### src/rtl/mem_port_arbiter.sv
// ---------------------------------------------------------------------------
// mem_port_arbiter
//
// Purpose:
//   Merges the core's instruction (imem) and data (dmem) request streams onto
//   one shared backing-memory bus. Only one transaction is outstanding at a
//   time. Each response is routed back to the port that issued the request.
//   A transaction that waits too long for its response is completed with an
//   error response instead.
//
// Build option:
//   MEM_PORT_ARBITER_RR_EN  defined   -> round-robin between imem and dmem
//                                        when both request in the same cycle
//                           undefined -> dmem always wins (fixed priority)
//
// Parameters:
//   ADDR_W       address width for all ports
//   DATA_W       data width for all ports (byte-mask width is DATA_W/8)
//   TIMEOUT_CYC  max cycles spent waiting for a response; 0 disables it
//
// Ports:
//   clk, reset          rising-edge clock, synchronous active-low reset
//   imem_req_*          fetch request in (valid/addr), ready out
//   imem_resp_*         fetch response out (valid pulse, data, err)
//   dmem_req_*          data request in (valid/addr/wen/wdata/wmask), ready out
//   dmem_resp_*         data response out (valid pulse, data, err)
//   mem_req_*           backing-bus request out, ready in
//   mem_resp_*          backing-bus response in (valid, data)
//
// Handshake: a request transfers on any rising edge where its valid and
// ready are both 1. Request ready is a combinational function of valid and is
// only ever 1 while idle; the backing request holds every field stable from
// the first cycle valid is raised until the cycle ready is seen. Response
// valids are one-cycle pulses; response data/err hold until the next response
// to the same port.
// ---------------------------------------------------------------------------
module mem_port_arbiter #(
    parameter int ADDR_W      = 32,
    parameter int DATA_W      = 32,
    parameter int TIMEOUT_CYC = 255
) (
    input  logic                clk,
    input  logic                reset,
    input  logic                imem_req_valid,
    input  logic [ADDR_W-1:0]   imem_req_addr,
    output logic                imem_req_ready,
    output logic                imem_resp_valid,
    output logic [DATA_W-1:0]   imem_resp_data,
    output logic                imem_resp_err,
    input  logic                dmem_req_valid,
    input  logic [ADDR_W-1:0]   dmem_req_addr,
    input  logic                dmem_req_wen,
    input  logic [DATA_W-1:0]   dmem_req_wdata,
    input  logic [DATA_W/8-1:0] dmem_req_wmask,
    output logic                dmem_req_ready,
    output logic                dmem_resp_valid,
    output logic [DATA_W-1:0]   dmem_resp_data,
    output logic                dmem_resp_err,
    output logic                mem_req_valid,
    input  logic                mem_req_ready,
    output logic [ADDR_W-1:0]   mem_req_addr,
    output logic                mem_req_wen,
    output logic [DATA_W-1:0]   mem_req_wdata,
    output logic [DATA_W/8-1:0] mem_req_wmask,
    input  logic                mem_resp_valid,
    input  logic [DATA_W-1:0]   mem_resp_data
);

    localparam int MASK_W = DATA_W / 8;

    // The counter holds "WAIT cycles already spent without a response", so it
    // only needs to reach TIMEOUT_CYC-1: the cycle that sees that value with
    // no response is the TIMEOUT_CYC-th waiting cycle and fires the timeout.
    localparam int CNT_W     = (TIMEOUT_CYC < 2) ? 1 : $clog2(TIMEOUT_CYC + 1);
    localparam int TO_LAST_I = (TIMEOUT_CYC == 0) ? 0 : TIMEOUT_CYC - 1;
    localparam logic [CNT_W-1:0] TO_LAST = TO_LAST_I[CNT_W-1:0];

    typedef enum logic [1:0] {
        ST_IDLE  = 2'd0,
        ST_ISSUE = 2'd1,
        ST_WAIT  = 2'd2
    } state_t;

    state_t              r_state;
    state_t              w_state_nxt;

    // Latched request; owner 1 = dmem, 0 = imem.
    logic                r_owner;
    logic [ADDR_W-1:0]   r_addr;
    logic                r_wen;
    logic [DATA_W-1:0]   r_wdata;
    logic [MASK_W-1:0]   r_wmask;
    logic [CNT_W-1:0]    r_cnt;

    logic                r_imem_resp_valid;
    logic [DATA_W-1:0]   r_imem_resp_data;
    logic                r_imem_resp_err;
    logic                r_dmem_resp_valid;
    logic [DATA_W-1:0]   r_dmem_resp_data;
    logic                r_dmem_resp_err;

    logic                w_grant_dmem;
    logic                w_accept;
    logic                w_resp_fire;
    logic                w_timeout;
    logic                w_to_hit;

`ifdef MEM_PORT_ARBITER_RR_EN
    // Last port granted: 1 = dmem, 0 = imem.
    logic                r_last_grant;

    // On a tie the port that was not granted last wins.
    assign w_grant_dmem = dmem_req_valid & (~imem_req_valid | ~r_last_grant);
`else
    assign w_grant_dmem = dmem_req_valid;
`endif

    assign w_to_hit = (TIMEOUT_CYC != 0) && (r_cnt == TO_LAST);

    // ------------------------------------------------------------------
    // FSM: state register
    // ------------------------------------------------------------------
    always_ff @(posedge clk) begin
        if (!reset) begin
            r_state <= ST_IDLE;
        end else begin
            r_state <= w_state_nxt;
        end
    end

    // ------------------------------------------------------------------
    // FSM: next state and combinational outputs. Everything is held off
    // while reset is asserted so no handshake can complete that the
    // registers would then fail to record.
    // ------------------------------------------------------------------
    always_comb begin
        w_state_nxt    = r_state;
        imem_req_ready = 1'b0;
        dmem_req_ready = 1'b0;
        mem_req_valid  = 1'b0;
        w_accept       = 1'b0;
        w_resp_fire    = 1'b0;
        w_timeout      = 1'b0;
        if (reset) begin
            case (r_state)
                ST_IDLE: begin
                    if (imem_req_valid || dmem_req_valid) begin
                        w_accept       = 1'b1;
                        imem_req_ready = ~w_grant_dmem;
                        dmem_req_ready = w_grant_dmem;
                        w_state_nxt    = ST_ISSUE;
                    end
                end
                ST_ISSUE: begin
                    mem_req_valid = 1'b1;
                    if (mem_req_ready) begin
                        w_state_nxt = ST_WAIT;
                    end
                end
                ST_WAIT: begin
                    // A response arriving on the timeout cycle still wins.
                    if (mem_resp_valid) begin
                        w_resp_fire = 1'b1;
                        w_state_nxt = ST_IDLE;
                    end else if (w_to_hit) begin
                        w_timeout   = 1'b1;
                        w_state_nxt = ST_IDLE;
                    end
                end
                default: begin
                    w_state_nxt = ST_IDLE;
                end
            endcase
        end
    end

    // ------------------------------------------------------------------
    // Datapath: request latch, wait counter, response registers
    // ------------------------------------------------------------------
    always_ff @(posedge clk) begin
        if (!reset) begin
            r_owner           <= 1'b0;
            r_addr            <= '0;
            r_wen             <= 1'b0;
            r_wdata           <= '0;
            r_wmask           <= '0;
            r_cnt             <= '0;
            r_imem_resp_valid <= 1'b0;
            r_imem_resp_data  <= '0;
            r_imem_resp_err   <= 1'b0;
            r_dmem_resp_valid <= 1'b0;
            r_dmem_resp_data  <= '0;
            r_dmem_resp_err   <= 1'b0;
        end else begin
            r_imem_resp_valid <= 1'b0;
            r_dmem_resp_valid <= 1'b0;

            if (w_accept) begin
                r_owner <= w_grant_dmem;
                if (w_grant_dmem) begin
                    r_addr  <= dmem_req_addr;
                    r_wen   <= dmem_req_wen;
                    r_wdata <= dmem_req_wdata;
                    r_wmask <= dmem_req_wmask;
                end else begin
                    // Fetches are full-width reads.
                    r_addr  <= imem_req_addr;
                    r_wen   <= 1'b0;
                    r_wdata <= '0;
                    r_wmask <= '1;
                end
            end

            // Cleared throughout ISSUE so WAIT always starts counting at 0.
            if (r_state == ST_ISSUE) begin
                r_cnt <= '0;
            end else if (r_state == ST_WAIT) begin
                r_cnt <= r_cnt + CNT_W'(1);
            end

            if (w_resp_fire || w_timeout) begin
                if (r_owner) begin
                    r_dmem_resp_valid <= 1'b1;
                    r_dmem_resp_data  <= (w_resp_fire && !r_wen) ? mem_resp_data : '0;
                    r_dmem_resp_err   <= w_timeout;
                end else begin
                    r_imem_resp_valid <= 1'b1;
                    r_imem_resp_data  <= w_resp_fire ? mem_resp_data : '0;
                    r_imem_resp_err   <= w_timeout;
                end
            end
        end
    end

`ifdef MEM_PORT_ARBITER_RR_EN
    always_ff @(posedge clk) begin
        if (!reset) begin
            r_last_grant <= 1'b0;
        end else if (w_accept) begin
            r_last_grant <= w_grant_dmem;
        end
    end
`endif

    assign mem_req_addr    = r_addr;
    assign mem_req_wen     = r_wen;
    assign mem_req_wdata   = r_wdata;
    assign mem_req_wmask   = r_wmask;

    assign imem_resp_valid = r_imem_resp_valid;
    assign imem_resp_data  = r_imem_resp_data;
    assign imem_resp_err   = r_imem_resp_err;
    assign dmem_resp_valid = r_dmem_resp_valid;
    assign dmem_resp_data  = r_dmem_resp_data;
    assign dmem_resp_err   = r_dmem_resp_err;

endmodule

### config.mk
export PLATFORM = sky130hd
export DESIGN_NAME = mem_port_arbiter
export DESIGN_NICKNAME = d
export VERILOG_FILES = /design/src/rtl/mem_port_arbiter.sv
export SDC_FILE = /design/constraint.sdc
export NUM_CORES = 1
export LEC_CHECK = 0
export ABC_AREA = 1
export CAP_MARGIN = 10
export CORE_MARGIN = 5
export CORE_UTILIZATION = 42
export CTS_BUF_LIST = sky130_fd_sc_hd__clkbuf_16
export DETAILED_ROUTE_END_ITERATION = 16
export GPL_TIMING_DRIVEN = 0
export MAX_ROUTING_LAYER = met4
export PLACE_DENSITY = 0.93
export SLEW_MARGIN = 40
export SYNTH_ARGS = -nofsm -noshare
export SYNTH_HDL_FRONTEND = slang
export SYNTH_SLANG_ARGS = --single-unit
### constraint.sdc
create_clock -name clk -period 3.6 [get_ports clk]
set_clock_uncertainty 0.2 [all_clocks]
set_input_delay 0.72 -clock clk [delete_from_list [all_inputs] [get_ports clk]]
set_output_delay 0.72 -clock clk [all_outputs]
set_load 0.005 [all_outputs]
== After elaboration in Yosys (flattened, before gate mapping) ==
Index checks and enable logic that the tools add are counted.

* Mux-type cells: 31
* Reductions and logical operators: 10
* Add/subtract/negate cells: 1
* Equal/unequal tests: 6
* Bitwise logic cells: 3

{| class="wikitable"
|+ Operator list
! cell !! number
|-
| 32-bit 2-to-1 mux || 4
|-
| 1-bit 2-to-1 mux || 21
|-
| 8-bit by 1-bit adder with 8-bit output (second input constant) || 1
|-
| 8-bit equality test (second input constant) || 1
|-
| 2-bit 2-to-1 mux || 4
|-
| 2-bit case mux with 3 select lines || 1
|-
| 2-bit AND reduction || 3
|-
| 4-bit 2-to-1 mux || 1
|-
| 2-bit != test (second input constant) || 2
|-
| 3-bit != test (second input constant) || 1
|-
| 1-bit NOT || 3
|-
| 3-bit AND reduction || 1
|-
| 2-bit by 1-bit equality test with 1-bit output (second input constant) || 1
|-
| 2-bit equality test (second input constant) || 1
|-
| 2-bit zero test || 1
|-
| 1-bit logical OR || 2
|-
| 2-bit OR reduction || 1
|-
| 1-bit logical AND || 1
|-
| 1-bit zero test || 1
|}

* Input port bits: 139
* Bits in registers: 148
* Logic and storage cells: 64
* Output and inout bits: 140

== Depth between registers and ports, before layout ==
* Depth in word-level cells: 7
* Gate-level depth with buffers: 9
* Gate-level depth less buffers: 8

== Worst setup path after synthesis ==
No wires, ideal clock.

* Path kind: input to output
* Start: in dmem_req_valid
* End: out dmem_req_ready
* Slack: 1138 ps
* Stages on the path: 4
* Path buffers: 2
* Data arrival time: 1542 ps
* Required time: 2680 ps
* Cells stage by stage: buf_2 clkinv_1 nor2_1 buf_2

* Cells in the longest elaborated chain, start to end: 4

{| class="wikitable"
|+ Ends and longest elaborated chain
! element !! RTL line !! text
|-
| start: declaration || 50 || <nowiki>input logic dmem_req_valid,</nowiki>
|-
| 1-bit logical OR || 147 || <nowiki>if (imem_req_valid || dmem_req_valid) begin</nowiki>
|-
| 1-bit 2-to-1 mux * || 147 ||
|-
| 1-bit 2-to-1 mux * || 145 || <nowiki>case (r_state)</nowiki>
|-
| 1-bit 2-to-1 mux * || 144 || <nowiki>if (reset) begin</nowiki>
|-
| end: declaration || 55 || <nowiki>output logic dmem_req_ready,</nowiki>
|}

Every way passes the cells marked *; elsewhere a longest branch is shown, timed or not.

== Worst setup path in the final report ==
Ends and elaborated chain as after synthesis.

==> impl_metrics.tcl <==
set metrics [dict create \
    outcome "finished, final reports clean" \
    grt_max_degree 17 \
    mostFrequentLayoutCells "clkdlybuf4s50_1, nand2_1, dfxtp_1" \
    synth_top_family_by_area "simple AND/OR/NAND/NOR gates" \
    syn_nets 934 \
    synth_fa_ha_area_frac 0.00428 \
    p_total_mw 3.92 \
    core_mm2 0.0138 \
    finalCritPeriodShare 0.917 \
    final_core_util 0.681 \
    antenna_found_initial 0 \
    p_seq_frac 0.442 \
    tightest_slew_ns 0.599 \
    diodes 0 \
    regToRegEndpoint "imem_resp_data[5]" \
    wl_per_cell_um 16.5 \
    grt_use_total 0.261 \
    cts_tree "yes" \
    synthToLayoutAreaGrowth_pct 60.5 \
    timing.rr.start "r_owner" \
    row_count 43 \
    drive_gt1_frac 0.0391 \
    p_int_mw 2.99 \
    worst-path-buf-inv 4 \
    multi_input_area_mm2 0.00245 \
    firstDrtPassIters 5 \
    setup_viol 0 \
    ys.flop_type "dfxtp_1" \
    gp_congestion 0.863 \
    cts_buffers 17 \
    cap_violations 0 \
    max_slew_margin 0.601 \
    fin_ws_ns 0.299 \
    first_global_vias 6385 \
    seq_area_mm2 0.00296 \
    p_leak_nw 3.56 \
    yosys_warnings 0 \
    synthXorXnorAreaFrac 0.00150 \
    fin_nets 1229 \
    p_switching_mw 0.930 \
    synth_area_mm2 0.00584 \
    cp-end-kind "primary output" \
    clockRootBuffer "clkbuf_16" \
    layout.cells.non_filler 1279 \
    ctsHoldBuffers 0 \
    io_pins 279 \
    hold-path-endpoint "mem_req_wdata[29]" \
    min_from "mem_req_wdata[29]" \
    fin_setup_tns_ns 0 \
    combPwrFrac 0.131 \
    finalCriticalPeriod_ns 3.30 \
    drt_iter0_markers 459 \
    place_inst 1249 \
    post_dp_cell_area_mm2 0.00883 \
    rr_worst_depth 6 \
    switching_share 0.237 \
    pre_cts_ws_ns 0.104 \
    synth_area_per_cell_um2 7.37 \
    drt_wl_total_mm 21.1 \
    worstHoldPathCells 2 \
    ys_seq_elements 148 \
    fill_cells 1136 \
    dieArea_mm2 0.0164 \
    worstPathArrival_ns 2.38 \
    synth_edf_count 0 \
    slew_violations 0 \
    required_ns 2.68 \
    postSynthCellCount 793 \
    critPathTopFamily "buffers and inverters" \
    cts_buffer_depth 2 \
    vias 6610 \
    crit_chain "buf_2 > clkinv_1 > nor2_2 > buf_2 > clkdlybuf4s50_1" \
    rsz0062_at_grt "no" \
    yosysSeqAreaShare 0.507 \
    drc 0 \
    synth-simple-area-share 0.255 \
    start_kind "primary input" \
    ir_drop_v 0.000302 \
    ff2ff_setup_slack_ns 1.33 \
    finalHoldViolations 0 \
    crit_fanout 10 \
    cts_sinks 148 \
    clk_pin_slew_ns 0.06 \
    die_h_um 128 \
    ctsHtreeMaxLevel 4 \
    die_x_um 128 \
    clkPwrFrac 0.426 \
    grt_pass1_wl_mm 32.6 \
    port_buffers 276 \
    min_path_type "reg2reg" \
    ant_nets 0 \
    grt_overflow 0 \
    hold_ws_ns 0.260 \
    drt-vias-per-instance 5.17 \
    critPathKind "in2out" \
    muxShareOfSynthArea 0 \
    start_util 0.424 \
    path_common_cell "buf_2" \
    synthArstFlopShare 0 \
    slowest_stage "clkdlybuf4s50_1" \
    design_area_mm2 0.00938 \
    layout_commonest_cell "clkdlybuf4s50_1" \
    max_freq_mhz 303 \
    synth_cell_type_count 23 \
    hpwl_mm 16.5 \
    powerDensity_mw_per_mm2 418 \
    slowest_delay_ns 0.54 \
    clk-insertion-delay-late_ns 0.41 \
    synth-compound-area-share 0.158 \
]
==> synthesized netlist by cell type, types with 2 or more instances <==
library cell  number  area (um2)
nand2_1          202         758
dfxtp_1          148        2960
a21oi_1          104         521
nand3_1           71         355
nor2_1            57         214
inv_1             48         180
clkbuf_1          47         176
o21ai_0           39         195
a31oi_1           32         200
nand4_1           16         100
buf_2              9        45.0
nor3_1             4        20.0
buf_1              2        7.51
clkinv_1           2        7.51
ha_1               2        25.0
inv_2              2        7.51
or2_2              2        12.5
==> worst max-delay path by stage <==
| stage | end | cells past startpoint | startpoint | slack, ns |
|---|---|---|---|---|
| floorplan | dmem_req_ready | 4 | dmem_req_valid | 1.14 |
| global placement | dmem_req_ready | 5 | dmem_req_valid | 0.1 |
| detailed placement | dmem_req_ready | 5 | dmem_req_valid | 0.10 |
| CTS | dmem_req_ready | 5 | dmem_req_valid | 0.11 |
| global route | dmem_req_ready | 5 | dmem_req_valid | 0.16 |
| finish | dmem_req_ready | 5 | dmem_req_valid | 0.30 |
==> cells by family after synthesis <==
family | count (synthesis)
AND/OR/NAND/NOR | 355
AO/OA/AOI/OAI | 176
flip-flops | 148
buffers and inverters | 111
adder cells (fa/ha/maj) | 2
XOR/XNOR | 1
==> timing repair <==
action,CTS,global route
setup endpoints to repair,0,1
gates resized for setup,0,1
setup buffers,0,0
==> worst register-to-register path: stages (launching register included) <==
cell and delay, ns:
dfxtp_1 0.31, clkbuf_1 0.38, inv_1 0.18, nand3_1 0.32, clkbuf_1 0.51, nand3_1 0.14
a21oi_1 0.16
==> layer usage <==
| layer | track usage | vias up | share of wire |
|---|---|---|---|
| li1 | - | 3211 | - |
| met1 | 0.291 | 3033 | 0.38 |
| met2 | 0.451 | 323 | 0.51 |
| met3 | 0.0646 | 43 | 0.082 |
| met4 | 0.0961 | 0 | 0.025 |
| met5 | - | - | 0 |
==> power groups by stage <==
stage	registers, mW	logic [mW]	clock network (mW)
floorplan	1.77	0.163	0
global placement	1.76	0.507	0
detailed placement	1.77	0.515	0
CTS	1.73	0.519	1.69
global route	1.74	0.561	1.78
finish	1.73	0.515	1.67
==> final cells by class <==
cell class / count / area share
clock inverter: 13 / 0.0127
inverter: 52 / 0.0208
sequential: 148 / 0.316
multi-input combinational: 534 / 0.261
buffer: 59 / 0.0252
clock buffer: 17 / 0.0454
timing repair buffer: 276 / 0.295
tap: 180 / 0.0240
==> state kept, by name, indices dropped and copies added, names as in the netlist <==
name	flops
dmem_resp_data	32
r_state	2
mem_req_wdata	32
r_owner	1
r_cnt	8
imem_resp_err	1
imem_resp_data	32
dmem_resp_valid	1
imem_resp_valid	1
dmem_resp_err	1
mem_req_wmask	4
mem_req_addr	32
mem_req_wen	1
(Power assumes the default switching activity.)
